`src/rtl/mul_pipe.sv`:
```
`default_nettype none
// ============================================================================
// Module   : mul_pipe
// Purpose  : Pipelined multiplier with valid/ready flow control, per-sample
//            signed/unsigned mode, rounded right-shift scaling, narrowing to
//            O_W bits and overflow detection.
// Revision : 1.0 - initial release
// ----------------------------------------------------------------------------
// Parameters
//   A_W, B_W    operand widths
//   O_W         output width (must not exceed A_W+B_W)
//   STAGES      register stages (>= 1), equals latency in clock edges
//   SHIFT       rounding right shift applied before narrowing
// Ports
//   clk         rising-edge clock
//   rst         synchronous active-high reset
//   in_valid    operands present             in_ready   operands accepted
//   a, b        operands                     signed_mode 1 = two's complement
//   out_valid   result present               out_ready  downstream accepts
//   mul_out     scaled, narrowed product     ovf        result did not fit
// Build option
//   MUL_SAT_EN  defined: clamp mul_out on overflow; undefined: wrap.
// ============================================================================
module mul_pipe #(
  parameter int A_W    = 6,
  parameter int B_W    = 6,
  parameter int O_W    = 6,
  parameter int STAGES = 2,
  parameter int SHIFT  = 0
) (
  input  logic           clk,
  input  logic           rst,
  input  logic           in_valid,
  output logic           in_ready,
  input  logic [A_W-1:0] a,
  input  logic [B_W-1:0] b,
  input  logic           signed_mode,
  output logic           out_valid,
  input  logic           out_ready,
  output logic [O_W-1:0] mul_out,
  output logic           ovf
);

  // Product width and working width. Two guard bits keep the unsigned
  // product positive when viewed as signed and leave room for the rounding
  // add, so one signed datapath serves both modes.
  localparam int c_PW = A_W + B_W;
  localparam int c_RW = c_PW + 2;

  localparam logic signed [c_RW-1:0] c_SMAX = c_RW'((longint'(1) << (O_W - 1)) - 1);
  localparam logic signed [c_RW-1:0] c_SMIN = c_RW'(-(longint'(1) << (O_W - 1)));
  localparam logic signed [c_RW-1:0] c_UMAX = c_RW'((longint'(1) << O_W) - 1);

  // Global advance: the whole pipe moves when the output slot is empty or
  // being consumed this cycle.
  logic w_en;

  // Operands as seen by the final (result) stage.
  logic           w_fv;
  logic [A_W-1:0] w_fa;
  logic [B_W-1:0] w_fb;
  logic           w_fsm;

  logic                   r_out_valid;
  logic [O_W-1:0]         r_mul_out;
  logic                   r_ovf;

  logic signed [c_RW-1:0] w_ax;
  logic signed [c_RW-1:0] w_bx;
  logic signed [c_RW-1:0] w_p;
  logic signed [c_RW-1:0] w_r;
  logic                   w_fit;
  logic [O_W-1:0]         w_nar;

  assign w_en      = out_ready | ~r_out_valid;
  assign in_ready  = w_en;
  assign out_valid = r_out_valid;
  assign mul_out   = r_mul_out;
  assign ovf       = r_ovf;

  // --------------------------------------------------------------------------
  // Operand delay stages (all but the last register stage). With a single
  // stage the result register samples the inputs directly.
  // --------------------------------------------------------------------------
  generate
    if (STAGES > 1) begin : g_front
      localparam int c_NF = STAGES - 1;

      logic           r_vld [c_NF];
      logic [A_W-1:0] r_a   [c_NF];
      logic [B_W-1:0] r_b   [c_NF];
      logic           r_sm  [c_NF];

      always_ff @(posedge clk) begin
        if (rst) begin
          for (int i = 0; i < c_NF; i++) begin
            r_vld[i] <= 1'b0;
            r_a[i]   <= '0;
            r_b[i]   <= '0;
            r_sm[i]  <= 1'b0;
          end
        end else if (w_en) begin
          r_vld[0] <= in_valid;
          r_a[0]   <= a;
          r_b[0]   <= b;
          r_sm[0]  <= signed_mode;
          for (int i = 1; i < c_NF; i++) begin
            r_vld[i] <= r_vld[i-1];
            r_a[i]   <= r_a[i-1];
            r_b[i]   <= r_b[i-1];
            r_sm[i]  <= r_sm[i-1];
          end
        end
      end

      assign w_fv  = r_vld[c_NF-1];
      assign w_fa  = r_a[c_NF-1];
      assign w_fb  = r_b[c_NF-1];
      assign w_fsm = r_sm[c_NF-1];
    end else begin : g_direct
      assign w_fv  = in_valid;
      assign w_fa  = a;
      assign w_fb  = b;
      assign w_fsm = signed_mode;
    end
  endgenerate

  // --------------------------------------------------------------------------
  // Exact product. Operands are sign- or zero-extended to the working width;
  // the true product always fits there, so the truncated signed multiply is
  // exact for both modes.
  // --------------------------------------------------------------------------
  always_comb begin
    w_ax = {{(c_RW - A_W){w_fsm & w_fa[A_W-1]}}, w_fa};
    w_bx = {{(c_RW - B_W){w_fsm & w_fb[B_W-1]}}, w_fb};
    w_p  = w_ax * w_bx;
  end

  // --------------------------------------------------------------------------
  // Round-half-up scaling. An unsigned product is non-negative here, so the
  // arithmetic shift behaves as a logical shift in that mode.
  // --------------------------------------------------------------------------
  generate
    if (SHIFT == 0) begin : g_noshift
      assign w_r = w_p;
    end else begin : g_shift
      localparam logic signed [c_RW-1:0] c_HALF =
        {{(c_RW - 1){1'b0}}, 1'b1} << (SHIFT - 1);
      assign w_r = (w_p + c_HALF) >>> SHIFT;
    end
  endgenerate

  // --------------------------------------------------------------------------
  // Fit check and narrowing.
  // --------------------------------------------------------------------------
  always_comb begin
    if (w_fsm) begin
      w_fit = (w_r >= c_SMIN) && (w_r <= c_SMAX);
    end else begin
      w_fit = (w_r <= c_UMAX);
    end
  end

`ifdef MUL_SAT_EN
  always_comb begin
    w_nar = w_r[O_W-1:0];
    if (!w_fit) begin
      if (w_fsm) begin
        // Clamp toward the sign of the scaled result.
        w_nar = w_r[c_RW-1] ? c_SMIN[O_W-1:0] : c_SMAX[O_W-1:0];
      end else begin
        w_nar = c_UMAX[O_W-1:0];
      end
    end
  end
`else
  always_comb begin
    w_nar = w_r[O_W-1:0];
  end
`endif

  // --------------------------------------------------------------------------
  // Result stage. ovf is masked by the valid bit so bubbles never flag.
  // --------------------------------------------------------------------------
  always_ff @(posedge clk) begin
    if (rst) begin
      r_out_valid <= 1'b0;
      r_mul_out   <= '0;
      r_ovf       <= 1'b0;
    end else if (w_en) begin
      r_out_valid <= w_fv;
      r_mul_out   <= w_nar;
      r_ovf       <= w_fv & ~w_fit;
    end
  end

endmodule
`default_nettype wire

```
`config.mk`:
```
export PLATFORM = sky130hd
export DESIGN_NAME = mul_pipe
export DESIGN_NICKNAME = d
export VERILOG_FILES = /design/src/rtl/mul_pipe.sv
export SDC_FILE = /design/constraint.sdc
export NUM_CORES = 1
export LEC_CHECK = 0
export ABC_CLOCK_PERIOD_IN_PS = 6600
export CAP_MARGIN = 20
export CORE_ASPECT_RATIO = 1.2
export CORE_MARGIN = 2
export CORE_UTILIZATION = 40
export CTS_CLUSTER_DIAMETER = 100
export DETAILED_ROUTE_END_ITERATION = 7
export GPL_TIMING_DRIVEN = 0
export PLACE_DENSITY = 0.71
export SYNTH_ARGS = -nofsm -noshare
export SYNTH_HDL_FRONTEND = slang
export SYNTH_SLANG_ARGS = --single-unit
export TNS_END_PERCENT = 5
```
`constraint.sdc`:
```
create_clock -name clk -period 6.6 [get_ports clk]
set_input_delay 1.32 -clock clk [delete_from_list [all_inputs] [get_ports clk]]
set_output_delay 1.32 -clock clk [all_outputs]
set_load 0.005 [all_outputs]
```
# After elaboration in Yosys (flattened, before gate mapping)
# Memory sizes are Yosys's and may differ from the RTL's.
# Index checks and enable logic that the tools add are counted.
# totals
regBits,8
ramBits,14
input_bits,17
output_inout_bits,9
elab_cells,36
memories,4
# classes
mul,1
n_lt_le_gt_ge,3
n_mux,14
bitwise,6
reduce_logical,5
# mem_list
name,words,word_bits,read_ports,rd_ports_with_merged_regs,wr,line_no,text
g_front.r_a,1,6,1,0,1,90,logic [A_W-1:0] r_a [c_NF];
g_front.r_b,1,6,1,0,1,91,logic [B_W-1:0] r_b [c_NF];
g_front.r_sm,1,1,1,0,1,92,logic r_sm [c_NF];
g_front.r_vld,1,1,1,0,1,89,logic r_vld [c_NF];
# ops
operator,count
"greater-or-equal comparator 14 x 6 -> 1 bit, second input constant",1
"less-or-equal comparator 14 x 6 -> 1 bit, second input constant",1
"less-or-equal comparator 14 x 7 -> 1 bit, second input constant",1
multiplier 7 x 7 -> 14 bit,1
2-to-1 mux 1 bit,12
2-to-1 mux 6 bit,2
OR reduction 6 bit,2
bitwise AND 1 bit,3
NOT 1 bit,2
OR reduction 1 bit,2
logical AND 1 bit,1
bitwise OR 1 bit,1

# Logic depth before layout (Yosys ltp)
# Gate-level depths: netlist (run 1).
# depth
depth_word,7
mapped_depth,19
ltp_nobuf,18

# Worst setup path after synthesis (run 1)
# No wires, ideal clock.
# synth_timing
path_type,register to register
startpoint,memory g_front.r_sm[0]
endpoint,register r_ovf (netlist: ovf)
setup_ns,0.130
arrival_time_ns,4.688
required_time_ns,6.470
setup_slack_ns,1.782
path_stages_with_launch,19
n_path_buf,1
period_less_slack_ns,4.818
path_cell_list,edfxtp_1 -> clkbuf_1 -> nand2_1 -> or2_2 -> fa_1 -> fa_1 -> inv_1 -> fa_1 -> inv_1 -> fa_1 -> inv_1 -> ha_1 -> and2_1 -> a32oi_2 -> nand2_1 -> a22o_1 -> nor3_1 -> and4_4 -> o31ai_1
# synth_rtl
item,line_no,text
"start, declared",92,
"end signal, assigned",193,r_ovf <= w_fv & ~w_fit;
"end, declared",66,logic r_ovf;

==> impl_metrics.csv, run 1 <==
group,metric,value,unit
drt,wl_per_cell,12.60,um
synth,ys_seq_area_share,20.69,%
timing,tightestPinTransition,0.5663,ns
floorplanning,ioPinCount,26,
power_and_ir_drop,p_leak,1.551,nW
cts,cts.path.max_buffers,2,
synth,synthTopCellsByArea,"fa_1 (29%), edfxtp_1 (15%), ha_1 (12%)",
finish,drive_above_1_share,3.670,%
power_and_ir_drop,ir_drop,0.0001407,V
timing,fmax,0.1880,GHz
synth,synth_top_area_share,28.53,%
cts,cts_tree,"yes",
worst_setup_path,start_kind,"flop",
global_routing,grt_overflow,0,
timing,rsz0062_at_grt,"no",
placed_design,place_ws,1.276,ns
drt,drc_errors,0,
finish,final_common_cell,"inv_1",
timing,fin_crit_sh,80.59,%
worst_setup_path,r2r_start,"g_front.r_sm[0]",
worst_setup_path,worstPathMaxFanout,9,
worst_setup_path,worst_ep_arrival_time,5.47,ns
global_routing,grtUsageTotal,14.62,%
timing,slew_headroom,62.11,%
synth,syn-num-nets,383,
synth,avgSynthCellArea,9.386,um^2
timing,skew,0.007638,ns
floorplanning,die_h,95.76,um
global_routing,antenna_found_initial,0,
global_routing,grt_pass1_wl,8.887,mm
timing,finalSetupTns,0,ns
synth,synth_top_area_cell,"fa_1",
global_routing,grt_pass1_vias,2051,
floorplanning,fp-row-count,33,
power_and_ir_drop,seqPwrFrac,37.8,%
synth,syn_area,0.002806,mm^2
cts,cts_buffers,3,
power_and_ir_drop,p_per_area,139.5,mW/mm^2
drt,drtIter0Drc,93,
finish,multi_input_area,0.001993,mm^2
cts,cts.htree.levels,1,
finish,antennaDiodeCount,0,
worst_hold_path,min_to,"mul_out[5]",
global_routing,grt_max_degree,15,
worst_setup_path,critical_path_required,6.75,ns
synth,synth_seq_cells,22,
worst_hold_path,hold_class,"reg2reg",
drt,num_vias,2031,
synth,yosysUniqueCellTypes,35,
power_and_ir_drop,combPwrFrac,34.0,%
floorplanning,start_util,41.19,%
power_and_ir_drop,switchingPower,0.1404,mW
timing,setup_viol,0,
cts,postCtsHoldBufs,0,
cts,post_cts_buffers,0,
placed_design,port_buffers,24,
placed_design,hpwlAfterDp,4.404,mm
cts,clk_latency,0.27,ns
finish,nFillCells,671,
run,max_cap_violations,0,
floorplanning,die_area,0.007705,mm^2
power_and_ir_drop,p_clk_share,28.2,%
finish,final_cell_mix,"inv_1 (56), fa_1 (40), and2_1 (35)",
drt,ant_nets,0,
drt,wirelength,5.217,mm
drt,avgViaCountPerCell,4.906,
floorplanning,fp.coreArea,0.006813,mm^2
worst_setup_path,path_class,"reg2reg",
timing,fin_crit,5.319,ns
worst_setup_path,worstSetupEndpointType,"flop",
worst_setup_path,r2r_setup_slack,1.28,ns
cts,post_cts_resized,0,
cts,clk_pin_slew,0.09,ns
synth,synth_warnings,0,
cts,root_buffer,"clkbuf_8",
timing,slew_violations,0,
finish,nets,412,
finish,seq_area,580.6,um^2
run_status,status,"completed",
drt,dr.pass1.iters,4,
worst_hold_path,hold_depth,2,
placed_design,gp_congestion,0.8796,
timing,layout_setup_ws,1.281,ns
power_and_ir_drop,intPower,0.3098,mW
worst_setup_path,r2r_cells,18,
timing,finalHoldViolations,0,
worst_setup_path,reg2reg_to,"ovf",
power_and_ir_drop,switching_share,31.19,%
worst_hold_path,min-delay-start,"mul_out[5]",
floorplanning,die_x,80.47,um
synth,syn_inst,299,
cts,cts.sinks,22,
finish,synthToLayoutAreaGrowth,14.98,%
==> how the worst max path moves through the flow <==
stage,startpoint,end,cells past startpoint
3_5_place_dp,g_front.r_sm[0],ovf,18
4_1_cts,g_front.r_sm[0],ovf,18
6_report,g_front.r_sm[0],ovf,18
3_3_place_gp,g_front.r_sm[0],ovf,18
2_1_floorplan,g_front.r_sm[0],ovf,18
5_1_grt,g_front.r_sm[0],ovf,18
==> power groups by stage <==
stage / Sequential [mW] / Clock [mW] / Combinational (mW)
after floorplan: 0.169 / 0 / 0.113
after global placement: 0.173 / 0 / 0.149
after detailed placement: 0.173 / 0 / 0.154
after CTS: 0.170 / 0.130 / 0.155
after global routing: 0.172 / 0.136 / 0.177
final: 0.170 / 0.127 / 0.153
==> layer usage <==
metal	routed length [um]	share of wire [%]	GRT usage [%]
met2	2815	54	26.74
met3	133	2.5	2.533
met1	2149	41	17.71
met4	118	2.3	3.814
met5	0	0	0
==> synth_stat cells <==
cell / number
o21ai_1: 2
nor2_2: 1
nand3_1: 6
and2_1: 35
clkinv_1: 1
nand2b_1: 2
and3_1: 4
o31ai_1: 2
o311a_1: 1
nor3_1: 3
nand2_1: 30
xnor2_1: 10
or2_2: 4
dfxtp_1: 8
fa_1: 40
a21oi_1: 11
nor2_1: 17
or3_1: 1
a22o_1: 1
inv_1: 56
o21a_1: 1
ha_1: 27
xor2_1: 3
a21o_1: 3
a32oi_2: 1
nor4_1: 1
o221ai_1: 1
nor2b_1: 1
o211ai_1: 1
a21oi_2: 1
edfxtp_1: 14
clkbuf_1: 5
o311ai_0: 1
a211oi_1: 3
and4_4: 1
==> per-stage QoR <==
stage | power [mW] | utilization (%) | hold WS, ns | instance area [um^2] | std cells
floorplan | 0.2812 | - | 0.4482 | 2806 | 299
global placement | 0.3219 | 46.32 | 0.4422 | 3156 | 410
detailed placement | 0.3268 | 46.32 | 0.4437 | 3156 | 410
CTS | 0.4546 | 47.36 | 0.4561 | 3227 | 414
global route | 0.4840 | 47.36 | 0.4861 | 3227 | 414
finish | 0.4502 | 47.36 | 0.4531 | 3227 | 414
==> registers in the layout, summed over array words and instances (netlist names) <==
signal,count
out_valid,1
g_front.r_b,6
g_front.r_sm,1
g_front.r_vld,1
ovf,1
mul_out,6
g_front.r_a,6
==> worst max-delay path, cell delays in order (launching register included) <==
cell,delay (ns)
edfxtp_1,0.32
clkbuf_1,0.31
nand2_1,0.27
or2_2,0.36
fa_1,0.52
fa_1,0.55
inv_1,0.05
fa_1,0.53
inv_1,0.05
fa_1,0.52
inv_1,0.04
ha_1,0.34
and2_1,0.18
a32oi_2,0.33
a21oi_1,0.14
xnor2_1,0.22
o211ai_1,0.12
nor4_1,0.26
o31ai_1,0.09
==> cell type report <==
cell class	instances	share of cell area, %
clock buffers	3	1.280
clock inverters	1	0.9306
flip-flops and latches	22	17.99
repair buffers	24	7.445
inverters	57	6.630
multi-input cells	215	61.77
well taps	87	3.373
plain buffers	5	0.5816
==> logic make-up (layout without fill, tap and decap cells) <==
logic type	after synthesis	count (layout)	synth area share (%)
and+or+nand+nor	106	106	19.22
adders and majority gates	67	67	40.57
buffers and inverters	62	90	8.292
AOI/OAI and AO/OA	29	29	7.178
DFF	22	22	20.69
xor gates and xnor gates	13	13	4.057
Note: power is estimated with default switching activity, not from simulation.
==> inputs of run 2 (changes only) <==
--- a/config.mk
+++ b/config.mk
@@ -5,7 +5,7 @@
 export SDC_FILE = /design/constraint.sdc
 export NUM_CORES = 1
 export LEC_CHECK = 0
-export ABC_CLOCK_PERIOD_IN_PS = 6600
+export ABC_CLOCK_PERIOD_IN_PS = 4500
 export CAP_MARGIN = 20
 export CORE_ASPECT_RATIO = 1.2
 export CORE_MARGIN = 2
@@ -13,7 +13,7 @@
 export CTS_CLUSTER_DIAMETER = 100
 export DETAILED_ROUTE_END_ITERATION = 7
 export GPL_TIMING_DRIVEN = 0
-export PLACE_DENSITY = 0.71
+export PLACE_DENSITY = 0.73
 export SYNTH_ARGS = -nofsm -noshare
 export SYNTH_HDL_FRONTEND = slang
 export SYNTH_SLANG_ARGS = --single-unit
==> constraint.sdc (replaced) <==
create_clock -name clk -period 4.5 [get_ports clk]
set_input_delay 0.9 -clock clk [delete_from_list [all_inputs] [get_ports clk]]
set_output_delay 0.9 -clock clk [all_outputs]
set_load 0.005 [all_outputs]
==> impl_metrics.csv, run 2 (synthesis gave the netlist of run 1 again) <==
group,metric,value,unit
timing,fin_crit,4.608,ns
drt,wirelength,6.213,mm
worst_setup_path,critical_path_required,4.65,ns
timing,tightestPinTransition,0.5234,ns
worst_setup_path,crit_path_end,"ovf",
drt,ant_nets,0,
timing,finalHoldViolations,0,
cts,cts_buffers,3,
floorplanning,start_util,41.19,%
timing,rsz0062_at_grt,"yes",
finish,nets,428,
worst_setup_path,reg2reg_to,"ovf",
timing,finalSetupTns,-0.1077,ns
power_and_ir_drop,totalPowerFinal,0.7125,mW
floorplanning,die_h,95.76,um
floorplanning,fp.coreArea,0.006813,mm^2
cts,cts.sinks,22,
finish,nFillCells,587,
cts,cts.htree.levels,1,
power_and_ir_drop,p_per_area,196.4,mW/mm^2
drt,wl_met2,3.488,mm
drt,drtIter0Drc,131,
worst_setup_path,max_stage_delay,0.59,ns
drt,dr.pass1.iters,4,
worst_setup_path,start_kind,"flop",
finish,final_common_cell,"inv_1",
worst_setup_path,r2r_cells,17,
global_routing,grt_pass1_vias,2352,
finish,synthToLayoutAreaGrowth,29.29,%
worst_setup_path,worst_path_most_repeated_cell,"fa_1",
finish,layout.cells.non_filler,430,
cts,cts_tree,"yes",
power_and_ir_drop,p_leak,1.635,nW
drt,num_vias,2166,
placed_design,placed_area,0.003176,mm^2
cts,postCtsHoldBufs,0,
timing,slew_violations,0,
cts,cts.path.max_buffers,2,
global_routing,grt_pass1_wl,10.55,mm
finish,final_cell_mix,"inv_1 (49), fa_1 (38), and2_1 (34)",
timing,holdWs,0.4552,ns
placed_design,gp_congestion,0.7934,
global_routing,grt_max_degree,15,
worst_setup_path,path_class,"reg2reg",
worst_hold_path,hold_class,"reg2reg",
worst_setup_path,r2r_setup_slack,-0.11,ns
run_status,status,"finished with violations",
timing,setup_viol,1,
finish,drive_above_1_share,20.70,%
global_routing,antenna_found_initial,0,
worst_setup_path,path_cells,"buf_8, buf_6, and3_4, fa_2, inv_4, fa_1, inv_1, fa_1, fa_1, ha_4, nor2_2, nand2_1, o221ai_4, and3_4, o211ai_1, nor4_1, o31ai_1",
drt,wl_per_cell,14.45,um
drt,dr.max_layer_used,"met4",
drt,drc_errors,0,
worst_setup_path,worstPathMaxFanout,5,
global_routing,grtUsageTotal,17.17,%
cts,root_buffer,"clkbuf_8",
power_and_ir_drop,ir_drop,0.0001678,V
global_routing,grt_overflow,0,
floorplanning,ioPinCount,26,
placed_design,dp_cells,410,
worst_setup_path,worst-path-stages,17,
cts,clk_latency,0.26,ns
floorplanning,die_area,0.007705,mm^2
timing,fin_crit_sh,102.4,%
placed_design,hpwlAfterDp,4.666,mm
worst_setup_path,cpLargestDelayFamily,"adder cells",
run_status,failed_checks,"setup timing",
run,max_cap_violations,0,
finish,fin_util,53.26,%
worst_setup_path,worstSetupEndpointType,"flop",
cts,clk_pin_slew,0.09,ns
worst_setup_path,worst_ep_arrival_time,4.76,ns
timing,layout_setup_ws,-0.1077,ns
floorplanning,fp-row-count,33,
worst_setup_path,path_buf_inv,4,
placed_design,port_buffers,24,
worst_setup_path,crit_path_start,"g_front.r_sm[0]",
drt,dr_wl_met3,143,um
finish,antennaDiodeCount,0,
floorplanning,die_x,80.47,um
worst_setup_path,r2r_start,"g_front.r_sm[0]",
timing,fmax,0.2170,GHz
placed_design,place_ws,-0.4803,ns
drt,avgViaCountPerCell,5.037,
finish,postLayoutCellArea,0.003628,mm^2
worst_setup_path,crit_slowest_cell,"fa_2",
timing,slew_headroom,65.07,%
timing,skew,0.003752,ns
drt,drt-met1-wl,2.467,mm
run 2: cell type report:
| type | count | area (um^2) | share of cell area, % |
|---|---|---|---|
| Multi-Input combinational cell | 215 | 2248 | 61.97 |
| Sequential cell | 22 | 580.6 | 16.00 |
| Timing Repair Buffer | 40 | 367.9 | 10.14 |
| Inverter | 57 | 216.5 | 5.966 |
| Tap cell | 87 | 108.9 | 3.000 |
| Clock buffer | 4 | 66.31 | 1.828 |
| Buffer | 5 | 40.04 | 1.103 |
run 2: report_power, final:
group | internal, mW | switching (mW)
Combinational | 0.148 | 0.149
Clock | 0.0965 | 0.0684
Sequential | 0.231 | 0.0196
Total | 0.475 | 0.237
run 2: worst register-to-register path, stage by stage, from the launching register on:
cell and delay, ns:
edfxtp_1 0.42, buf_8 0.16, buf_6 0.13, and3_4 0.16
fa_2 0.59, inv_4 0.06, fa_1 0.53, inv_1 0.06
fa_1 0.55, fa_1 0.45, ha_4 0.21, nor2_2 0.13
nand2_1 0.12, o221ai_4 0.24, and3_4 0.25, o211ai_1 0.08
nor4_1 0.26, o31ai_1 0.09
run 2: worst min-delay path by stage:
stage,startpoint,end,slack (ns),depth (start not counted)
after global placement,mul_out[0],mul_out[0],0.44,2
after floorplan,mul_out[1],mul_out[1],0.45,2
after CTS,mul_out[1],mul_out[1],0.46,2
final,mul_out[1],mul_out[1],0.46,2
after global routing,mul_out[2],mul_out[2],0.48,2
after detailed placement,mul_out[1],mul_out[1],0.45,2
run 2: metal layers:
layer  global-route usage, %  vias up
li1                        -     1033
met1                   20.06     1073
met2                   33.75       48
met3                   1.313       12
met4                   3.955        0
met5                       0        -
run 2: what timing repair did:
item / in CTS / in global routing
cloned: 0 / 0
pin swaps: 34 / 18
setup endpoints to repair: 1 / 1
setup buffers: 13 / 3
gates resized for setup: 38 / 15
==> inputs of run 3 (changes only) <==
--- a/config.mk
+++ b/config.mk
@@ -13,7 +13,9 @@
 export CTS_CLUSTER_DIAMETER = 100
 export DETAILED_ROUTE_END_ITERATION = 7
 export GPL_TIMING_DRIVEN = 0
+export HOLD_SLACK_MARGIN = 0.12
 export PLACE_DENSITY = 0.73
+export SETUP_SLACK_MARGIN = 0.1
 export SYNTH_ARGS = -nofsm -noshare
 export SYNTH_HDL_FRONTEND = slang
 export SYNTH_SLANG_ARGS = --single-unit
==> impl_metrics.csv, run 3 (synthesis gave the netlist of run 1 again) <==
group,metric,value,unit
cts,root_buffer,"clkbuf_8",
cts,cts.sinks,22,
worst_hold_path,hold_class,"reg2reg",
finish,seq_area,580.6,um^2
worst_setup_path,worstSetupEndpointType,"flop",
floorplanning,die_area,0.007705,mm^2
cts,cts_tree,"yes",
power_and_ir_drop,ir_drop,0.0002047,V
placed_design,dp_cells,410,
timing,setup_viol,1,
worst_setup_path,r2r_cells,14,
power_and_ir_drop,p_per_area,198.7,mW/mm^2
global_routing,grt_pass1_vias,2202,
floorplanning,fp.coreArea,0.006813,mm^2
worst_setup_path,crit_slowest_cell,"fa_1",
drt,avgViaCountPerCell,4.972,
run_status,failed_checks,"setup timing",
timing,tightestPinTransition,0.5848,ns
timing,fin_crit,4.540,ns
timing,layout_setup_ws,-0.04013,ns
finish,final_common_cell,"inv_1",
worst_setup_path,path_class,"reg2reg",
drt,drtIter0Drc,87,
finish,layout.cells.non_filler,430,
worst_setup_path,path_cells,"buf_4, and2_1, fa_1, fa_1, fa_1, fa_1, ha_4, o21a_1, buf_4, o221ai_2, and3_4, o211ai_1, nor4_2, o31ai_2",
finish,antennaDiodeCount,0,
floorplanning,fp-row-count,33,
cts,clk_latency,0.27,ns
finish,final_cell_mix,"inv_1 (52), fa_1 (38), and2_1 (34)",
timing,slew_violations,0,
finish,nFillCells,594,
run_status,status,"finished with violations",
global_routing,grt_pass1_wl,9.867,mm
worst_hold_path,hold_depth,2,
cts,cts.htree.levels,1,
worst_setup_path,worstPathMaxFanout,7,
global_routing,grt_overflow,0,
power_and_ir_drop,p_leak,1.639,nW
timing,rsz0062_at_grt,"yes",
cts,postCtsHoldBufs,0,
timing,fmax,0.2203,GHz
placed_design,gp_congestion,0.8179,
drt,num_vias,2138,
floorplanning,start_util,41.19,%
placed_design,hpwlAfterDp,4.504,mm
worst_setup_path,worst_path_most_repeated_cell,"fa_1",
global_routing,antenna_found_initial,0,
worst_setup_path,start_kind,"flop",
drt,wl_per_cell,13.92,um
worst_setup_path,worst_ep_arrival_time,4.70,ns
finish,drive_above_1_share,19.24,%
global_routing,grtUsageTotal,16.24,%
run,max_cap_violations,0,
floorplanning,ioPinCount,26,
placed_design,port_buffers,24,
cts,cts_buffers,3,
finish,synthToLayoutAreaGrowth,28.93,%
worst_setup_path,critical_path_required,4.66,ns
timing,slew_headroom,60.87,%
finish,nets,428,
cts,clk_pin_slew,0.09,ns
finish,postLayoutCellArea,0.003618,mm^2
drt,ant_nets,0,
floorplanning,die_h,95.76,um
worst_setup_path,max_stage_delay,0.60,ns
global_routing,grt_max_degree,15,
finish,multi_input_area,0.002237,mm^2
cts,cts.path.max_buffers,2,
drt,dr.pass1.iters,4,
placed_design,placed_area,0.003226,mm^2
drt,wirelength,5.984,mm
floorplanning,die_x,80.47,um
timing,finalHoldViolations,0,
drt,drc_errors,0,
timing,fin_crit_sh,100.9,%
timing,skew,0.001806,ns
run 3: changes by cell type in the layout (fill, tap and decap cells not counted), moves of 2 or more:
cell,delta
inv_1,+3
inv_2,-3
a21oi_2,+2
a21oi_4,-2
nand3_2,-2
nor2_1,+2
nor2_2,-2
run 3: routing by layer:
| metal | global-route usage, % | vias up | part of all wire, % |
|---|---|---|---|
| met4 | 6.073 | 0 | 2.2 |
| met1 | 19.49 | 1057 | 42 |
| met2 | 30.21 | 41 | 54 |
| li1 | - | 1030 | - |
| met3 | 1.220 | 10 | 2.5 |
| met5 | 0 | - | 0 |
run 3: critical path: cells and delay by family, from the launching register on:
| kind | cells | cell delay, ns |
|---|---|---|
| flip-flops | 1 | 0.49 |
| adder cells (fa/ha/maj) | 5 | 2.36 |
| AND/OR/NAND/NOR | 3 | 0.62 |
| AO/OA/AOI/OAI | 4 | 0.61 |
| buffers and inverters | 2 | 0.35 |
run 3: cell type report:
type                    instances  area share, %
clock buffers                   4          1.833
inverters                      57          5.982
multi-input cells             215          61.83
flip-flops and latches         22          16.04
well taps                      87          3.008
plain buffers                   5          1.141
repair buffers                 40          10.17
run 3: repair_timing:
item | CTS | global route
setup buffers | 11 | 5
pin swaps | 28 | 27
gates resized for setup | 25 | 16
setup endpoints to repair | 1 | 1
run 3: per-stage QoR:
| stage | util (%) | hold slack (ns) | setup slack, ns | power [mW] | setup TNS (ns) |
|---|---|---|---|---|---|
| 6_report | 53.11 | 0.4567 | -0.04013 | 0.7191 | -0.04013 |
| 2_1_floorplan | - | 0.4482 | 0.1056 | 0.4255 | 0 |
| 4_1_cts | 51.61 | 0.4559 | 0.05405 | 0.6974 | 0 |
| 3_3_place_gp | 47.35 | 0.4415 | -0.2059 | 0.4853 | -0.2059 |
| 5_1_grt | 53.11 | 0.4785 | -0.1975 | 0.7683 | -0.1975 |
| 3_5_place_dp | 47.35 | 0.4434 | -0.2670 | 0.4928 | -0.2670 |
run 3: worst paths after layout:
check | slack, ns | startpoint | endpoint
worst max-delay path | -0.04 | g_front.r_b[0][5] | ovf
worst min-delay path | 0.46 | mul_out[2] | mul_out[2]
worst max register to register | -0.04 | g_front.r_b[0][5] | ovf
worst min register to register | 0.46 | mul_out[2] | mul_out[2]
run 3: power breakdown:
part           switching, mW  leakage (nW)  internal, mW
registers             0.0188         0.227         0.231
logic                  0.149          1.38         0.150
clock network         0.0736        0.0339        0.0967
total                  0.242          1.64         0.477
